==> src/rtl/inst_cache_pkg.sv <==
// Shared definitions for the direct-mapped instruction cache.
// Holds the FSM state encoding, line/word geometry, default timing and
// the word-select helper used on the hit path.
package inst_cache_pkg;

    typedef enum logic {
        ST_IDLE = 1'b0,
        ST_FILL = 1'b1
    } state_t;

    localparam int unsigned LINE_BYTES       = 16;
    localparam int unsigned LINE_BITS        = 128;
    localparam int unsigned WORD_BITS        = 32;
    localparam int unsigned ADDR_BITS        = 32;
    localparam int unsigned OFFSET_BITS      = $clog2(LINE_BYTES);
    localparam int unsigned DEFAULT_IDX_BITS = 3;
    localparam int unsigned DEFAULT_MEM_WAIT = 7;

    // Little-endian word pick: word 0 occupies the low 32 bits of the line.
    function automatic logic [WORD_BITS-1:0] select_word(
        input logic [LINE_BITS-1:0] line,
        input logic [1:0]           word
    );
        logic [WORD_BITS-1:0] w;
        case (word)
            2'd0:    w = line[31:0];
            2'd1:    w = line[63:32];
            2'd2:    w = line[95:64];
            default: w = line[127:96];
        endcase
        return w;
    endfunction

endpackage

==> src/rtl/inst_cache_line_store.sv <==
// Line storage for inst_cache: data, tag and valid arrays.
// Ports:
//   clk, reset         clock / async active-high reset (clears valid bits only)
//   i_rd_idx           lookup index
//   o_rd_data_c/_tag_c/_valid_c  combinational read of the indexed line
//   i_wr_en/_idx/_tag/_data      synchronous line fill
module inst_cache_line_store
    import inst_cache_pkg::*;
#(
    parameter int unsigned IDX_BITS = DEFAULT_IDX_BITS,
    parameter int unsigned TAG_BITS = ADDR_BITS - OFFSET_BITS - DEFAULT_IDX_BITS
) (
    input  logic                 clk,
    input  logic                 reset,
    input  logic [IDX_BITS-1:0]  i_rd_idx,
    output logic [LINE_BITS-1:0] o_rd_data_c,
    output logic [TAG_BITS-1:0]  o_rd_tag_c,
    output logic                 o_rd_valid_c,
    input  logic                 i_wr_en,
    input  logic [IDX_BITS-1:0]  i_wr_idx,
    input  logic [TAG_BITS-1:0]  i_wr_tag,
    input  logic [LINE_BITS-1:0] i_wr_data
);

    localparam int unsigned LINES = 1 << IDX_BITS;

    logic [LINE_BITS-1:0] r_data  [LINES];
    logic [TAG_BITS-1:0]  r_tag   [LINES];
    logic [LINES-1:0]     r_valid;

    // Data and tag need no reset: a line is only visible once its valid bit is set.
    always_ff @(posedge clk) begin
        if (i_wr_en) begin
            r_data[i_wr_idx] <= i_wr_data;
            r_tag[i_wr_idx]  <= i_wr_tag;
        end
    end

    // Valid bits
    always_ff @(posedge clk or posedge reset) begin
        if (reset) begin
            r_valid <= '0;
        end else if (i_wr_en) begin
            r_valid[i_wr_idx] <= 1'b1;
        end
    end

    assign o_rd_data_c  = r_data[i_rd_idx];
    assign o_rd_tag_c   = r_tag[i_rd_idx];
    assign o_rd_valid_c = r_valid[i_rd_idx];

endmodule

==> src/rtl/inst_cache.sv <==
// Direct-mapped, read-only instruction cache with a 128-bit line-fill port.
// Hits return the addressed word combinationally; a miss stalls the fetch
// stage, holds the line address on mem_address for MEM_WAIT edges, then
// captures mem_dataline into the line.
// Ports:
//   clk, reset        clock / async active-high reset
//   pc, req           fetch address (pc[1:0] ignored) and request
//   instruction       word at pc when ready, else 0
//   ready, stall      hit-in-IDLE / fetch must wait
//   mem_address       registered line address to instruction memory
//   mem_dataline      line returned by instruction memory
//   hit_count, miss_count  only when INST_CACHE_STATS_EN is defined
module inst_cache
    import inst_cache_pkg::*;
#(
    parameter int unsigned IDX_BITS = DEFAULT_IDX_BITS,
    parameter int unsigned MEM_WAIT = DEFAULT_MEM_WAIT
) (
    input  logic                 clk,
    input  logic                 reset,
    input  logic [ADDR_BITS-1:0] pc,
    input  logic                 req,
    output logic [WORD_BITS-1:0] instruction,
    output logic                 ready,
    output logic                 stall,
    output logic [ADDR_BITS-1:0] mem_address,
    input  logic [LINE_BITS-1:0] mem_dataline
`ifdef INST_CACHE_STATS_EN
    ,
    output logic [31:0]          hit_count,
    output logic [31:0]          miss_count
`endif
);

    localparam int unsigned TAG_BITS = ADDR_BITS - OFFSET_BITS - IDX_BITS;
    localparam int unsigned CNT_BITS = $clog2(MEM_WAIT) + 1;

    state_t                r_state;
    state_t                w_next_state;
    logic [CNT_BITS-1:0]   r_wait_cnt;
    logic [IDX_BITS-1:0]   r_fill_idx;
    logic [TAG_BITS-1:0]   r_fill_tag;
    logic [ADDR_BITS-1:0]  r_mem_address;

    logic [IDX_BITS-1:0]   w_idx;
    logic [TAG_BITS-1:0]   w_tag;
    logic [LINE_BITS-1:0]  w_rd_data;
    logic [TAG_BITS-1:0]   w_rd_tag;
    logic                  w_rd_valid;
    logic                  w_hit;
    logic                  w_ready;
    logic                  w_fill_start;
    logic                  w_fill_done;
    logic                  w_unused_pc;

    assign w_idx       = pc[OFFSET_BITS +: IDX_BITS];
    assign w_tag       = pc[ADDR_BITS-1 -: TAG_BITS];
    assign w_unused_pc = ^pc[1:0];

    inst_cache_line_store #(
        .IDX_BITS (IDX_BITS),
        .TAG_BITS (TAG_BITS)
    ) u_line_store (
        .clk          (clk),
        .reset        (reset),
        .i_rd_idx     (w_idx),
        .o_rd_data_c  (w_rd_data),
        .o_rd_tag_c   (w_rd_tag),
        .o_rd_valid_c (w_rd_valid),
        .i_wr_en      (w_fill_done),
        .i_wr_idx     (r_fill_idx),
        .i_wr_tag     (r_fill_tag),
        .i_wr_data    (mem_dataline)
    );

    assign w_hit = w_rd_valid && (w_rd_tag == w_tag);

    // State register
    always_ff @(posedge clk or posedge reset) begin
        if (reset) begin
            r_state <= ST_IDLE;
        end else begin
            r_state <= w_next_state;
        end
    end

    // Next state, fill handshake and hit qualification
    always_comb begin
        w_next_state = r_state;
        w_fill_start = 1'b0;
        w_fill_done  = 1'b0;
        w_ready      = 1'b0;
        case (r_state)
            ST_IDLE: begin
                if (req) begin
                    if (w_hit) begin
                        w_ready = 1'b1;
                    end else begin
                        w_fill_start = 1'b1;
                        w_next_state = ST_FILL;
                    end
                end
            end
            ST_FILL: begin
                if (r_wait_cnt == CNT_BITS'(MEM_WAIT - 1)) begin
                    w_fill_done  = 1'b1;
                    w_next_state = ST_IDLE;
                end
            end
            default: w_next_state = ST_IDLE;
        endcase
    end

    // Fill address/counter; mem_address moves only on fill entry so the
    // memory never restarts its delay mid-fill.
    always_ff @(posedge clk or posedge reset) begin
        if (reset) begin
            r_mem_address <= '0;
            r_wait_cnt    <= '0;
            r_fill_idx    <= '0;
            r_fill_tag    <= '0;
        end else if (w_fill_start) begin
            r_mem_address <= {pc[ADDR_BITS-1:OFFSET_BITS], OFFSET_BITS'(0)};
            r_fill_idx    <= w_idx;
            r_fill_tag    <= w_tag;
            r_wait_cnt    <= '0;
        end else if (r_state == ST_FILL) begin
            r_wait_cnt <= r_wait_cnt + CNT_BITS'(1);
        end
    end

    assign ready       = w_ready;
    assign stall       = (req && !w_ready) || (r_state == ST_FILL);
    assign instruction = w_ready ? select_word(w_rd_data, pc[3:2]) : '0;
    assign mem_address = r_mem_address;

`ifdef INST_CACHE_STATS_EN
    logic [31:0] r_hit_count;
    logic [31:0] r_miss_count;

    // Hit/miss statistics, wrapping modulo 2^32
    always_ff @(posedge clk or posedge reset) begin
        if (reset) begin
            r_hit_count  <= '0;
            r_miss_count <= '0;
        end else begin
            if (w_ready) begin
                r_hit_count <= r_hit_count + 32'd1;
            end
            if (w_fill_start) begin
                r_miss_count <= r_miss_count + 32'd1;
            end
        end
    end

    assign hit_count  = r_hit_count;
    assign miss_count = r_miss_count;
`endif

endmodule

==> config.mk <==
export PLATFORM = sky130hd
export DESIGN_NAME = inst_cache
export DESIGN_NICKNAME = d
export VERILOG_FILES = /design/src/rtl/inst_cache_pkg.sv /design/src/rtl/inst_cache_line_store.sv /design/src/rtl/inst_cache.sv
export SDC_FILE = /design/constraint.sdc
export NUM_CORES = 1
export LEC_CHECK = 0
export CORE_MARGIN = 10
export CORE_UTILIZATION = 45
export CTS_CLUSTER_DIAMETER = 50
export CTS_CLUSTER_SIZE = 14
export DETAILED_ROUTE_END_ITERATION = 10
export PLACE_DENSITY = 0.64
export SYNTH_ARGS = -nofsm -noshare
export SYNTH_HDL_FRONTEND = slang
export SYNTH_SLANG_ARGS = --single-unit
==> constraint.sdc <==
create_clock -name clk -period 15.95 [get_ports clk]
set_input_delay 3.19 -clock clk [delete_from_list [all_inputs] [get_ports clk]]
set_output_delay 3.19 -clock clk [all_outputs]
set_load 0.1 [all_outputs]
==> flow_summary.json <==
{
  "status": "complete, no violations",
  "ios": 229,
  "grt_overflow": 0,
  "gp_congestion": 0.773,
  "synthTopCellsByCount": "1224 x edfxtp_1, 354 x mux4_2, 85 x mux2i_1, 43 x nor2_1, 41 x dfrtp_1",
  "rsz0062_at_grt": "no",
  "vias": 21600,
  "finish.utilization_pct": 52.4,
  "layout_min_cycle_time_ps": 11560,
  "async_reset_ff_share_pct": 3.24,
  "wirelength_um": 108000,
  "finalSetupViolCount": 0,
  "post-synth-top-count-cell": "edfxtp_1",
  "criticalPathCategory": "input pin to output port",
  "power_leakage_nw": 17.7,
  "fp.coreArea_um2": 107000,
  "firstDrtPassIters": 5,
  "crit-reg2reg-launch": "r_wait_cnt[0]$_DFFE_PP0P_",
  "ys_seq_area_share_pct": 78.1,
  "grt_pass1_wl_um": 158000,
  "synth_area_per_cell_um2": 24.3,
  "initial_utilization_pct": 45.3,
  "path_max_fanout": 54,
  "final_area_um2": 56100,
  "drt-met1-wl_um": 43800,
  "netlist_top_cells_area": "edfxtp_1 76%, mux4_2 16%, dfrtp_1 2.1%",
  "gr-usage-all-layers_pct": 17.7,
  "clockRootBuffer": "clkbuf_16",
  "drcViolationCount": 0,
  "port_buffers": 222,
  "fin_crit_sh_pct": 72.5,
  "post_cts_buffers": 0,
  "power.density_nw_per_um2": 137,
  "yosys_warnings": 0,
  "maxSlewViolCount": 0,
  "synth_ff_type": "edfxtp_1",
  "hold_viol_final": 0,
  "cts_max_level": 3,
  "nNetsFinal": 2436,
  "setup_ws_ps": 4390,
  "synth_edf_count": 1224,
  "ys_types": 43,
  "synth_cells": 1992,
  "ant_nets": 0,
  "die_y_um": 348,
  "syn_to_final_growth_pct": 15.8,
  "die_x_um": 348,
  "cp-start-kind": "input pin",
  "grt_max_degree": 130,
  "num_rows": 120,
  "dr_wl_met2_um": 53600,
  "ctsResizeCount": 0,
  "cp-startpoint": "pc[4]",
  "fin_worst_skew_ps": 22.7,
  "hold_path_class": "flop to flop",
  "cts_tree": "built",
  "max_cap_violations": 0,
  "wl_per_cell_um": 28.7,
  "fmax_ghz": 0.0865,
  "crit_arrival_ps": 8370,
  "tns_ps": 0,
  "clk_latency_ps": 700,
  "antenna_found_initial": 22,
  "total_power_mw": 7.67,
  "cp-end-kind": "output port",
  "routed.top_layer": "met5",
  "clk_path_buf_depth": 3,
  "cp.required_ps": 12760,
  "wl_met3_um": 7880,
  "dp_hpwl_um": 60500,
  "tightest_slew_ps": 1200,
  "yosys_register_bits": 1265,
  "die-area_um2": 121000,
  "pre_cts_ws_ps": 4320,
  "drt-initial-drc-count": 1751,
  "placed_area_um2": 52300,
  "rrSetupSlack_ps": 12280,
  "worstHoldStart": "u_line_store.r_valid[7]$_DFFE_PP0P_",
  "syn-cell-area_um2": 48400,
  "slew_headroom_pct": 20.3,
  "drive_gt1_share_pct": 26.1,
  "cts_hold_buf": 0,
  "yosysTopAreaCell": "edfxtp_1",
  "synth_top_cell_area_share_pct": 76.0,
  "cts_made_buffers": 118,
  "grt_pass1_vias": 23100,
  "cts_num_sinks": 1265,
  "irDropWorstVdd_mv": 0.190,
  "avgViaCountPerCell": 5.74,
  "clkSlewWorstSetupHoldPaths_ps": 60
}
==> cell type report <==
| cell class | instances | area [um2] |
|---|---|---|
| flip-flops and latches | 1265 | 37800 |
| diodes | 3 | 7.51 |
| clock buffers | 142 | 3150 |
| well taps | 1403 | 1760 |
| multi-input cells | 625 | 10200 |
| clock inverters | 60 | 617 |
| inverters | 4 | 15.0 |
| fillers | 8105 | 50800 |
| repair buffers | 257 | 2570 |
==> worst paths after layout <==
kind,to,cells past startpoint
setup / recovery,instruction[5],11
hold / removal,u_line_store.r_valid[7]$_DFFE_PP0P_,1
setup reg to reg,u_line_store.r_data[1][22]$_DFFE_PP_,7
hold reg to reg,u_line_store.r_valid[7]$_DFFE_PP0P_,1
max in group asynchronous,u_line_store.r_valid[4]$_DFFE_PP0P_,2
min in group asynchronous,r_fill_tag[17]$_DFFE_PP0N_,2
==> registers in the layout, indices dropped and copies added, names as in the netlist <==
register	flops
u_line_store.r_valid	8
u_line_store.r_tag	200
r_fill_tag	25
r_state	1
r_wait_cnt	4
u_line_store.r_data	1024
mem_address	1
r_fill_idx	2
==> cell usage in the layout (no fill, tap or decap), types with 5 or more instances in the layout <==
cell type	n
nor2_1	37
a22oi_1	12
or2_2	9
edfxtp_1	1224
nand2_1	7
clkbuf_1	16
nor4_1	5
clkbuf_8	7
mux4_2	354
dfrtp_1	41
clkinv_2	13
xor2_1	15
nand4_1	6
mux2i_1	85
clkdlybuf4s50_1	217
buf_4	30
bufinv_16	9
clkbuf_16	120
clkinvlp_4	11
a21oi_1	5
nor2_4	6
clkinv_1	12
buf_12	6
mux2_2	23
nor2b_1	5
mux2_1	6
xnor2_1	5
inv_6	8
==> power by group <==
group | switching, mW | internal, mW | total, mW
logic | 0.611 | 0.304 | 0.915
registers | 0.124 | 3.91 | 4.03
clock network | 1.18 | 1.55 | 2.73
==> worst max-delay path: stages <==
cell and delay, ps:
buf_8 260, buf_4 860, buf_4 920, mux2i_1 460, xnor2_1 120, or3_1 320, nor4_1 270, nand4_1 130
buf_4 300, nor2_1 200, clkdlybuf4s50_1 1160
==> stage by stage <==
stage	instances	hold slack, ps
CTS	3756	470
detailed placement	3554	452
floorplan	1995	434
global route	3756	480
finish	3759	468
global placement	3554	446
==> logic make-up after synthesis <==
family | share of synthesized area (%)
adders and majority gates | 0.0517
other | 0.00775
xor gates and xnor gates | 0.362
DFF | 78.1
and+or+nand+nor | 1.05
muxes | 18.9
buffers and inverters | 1.06
AOI/OAI and AO/OA | 0.494
==> per-layer routing <==
layer,vias up,track usage [%]
li1,9119,-
met5,-,0
met3,177,5.11
met1,11600,23.1
met4,26,4.36
met2,636,29.4
(Power assumes the default switching activity.)
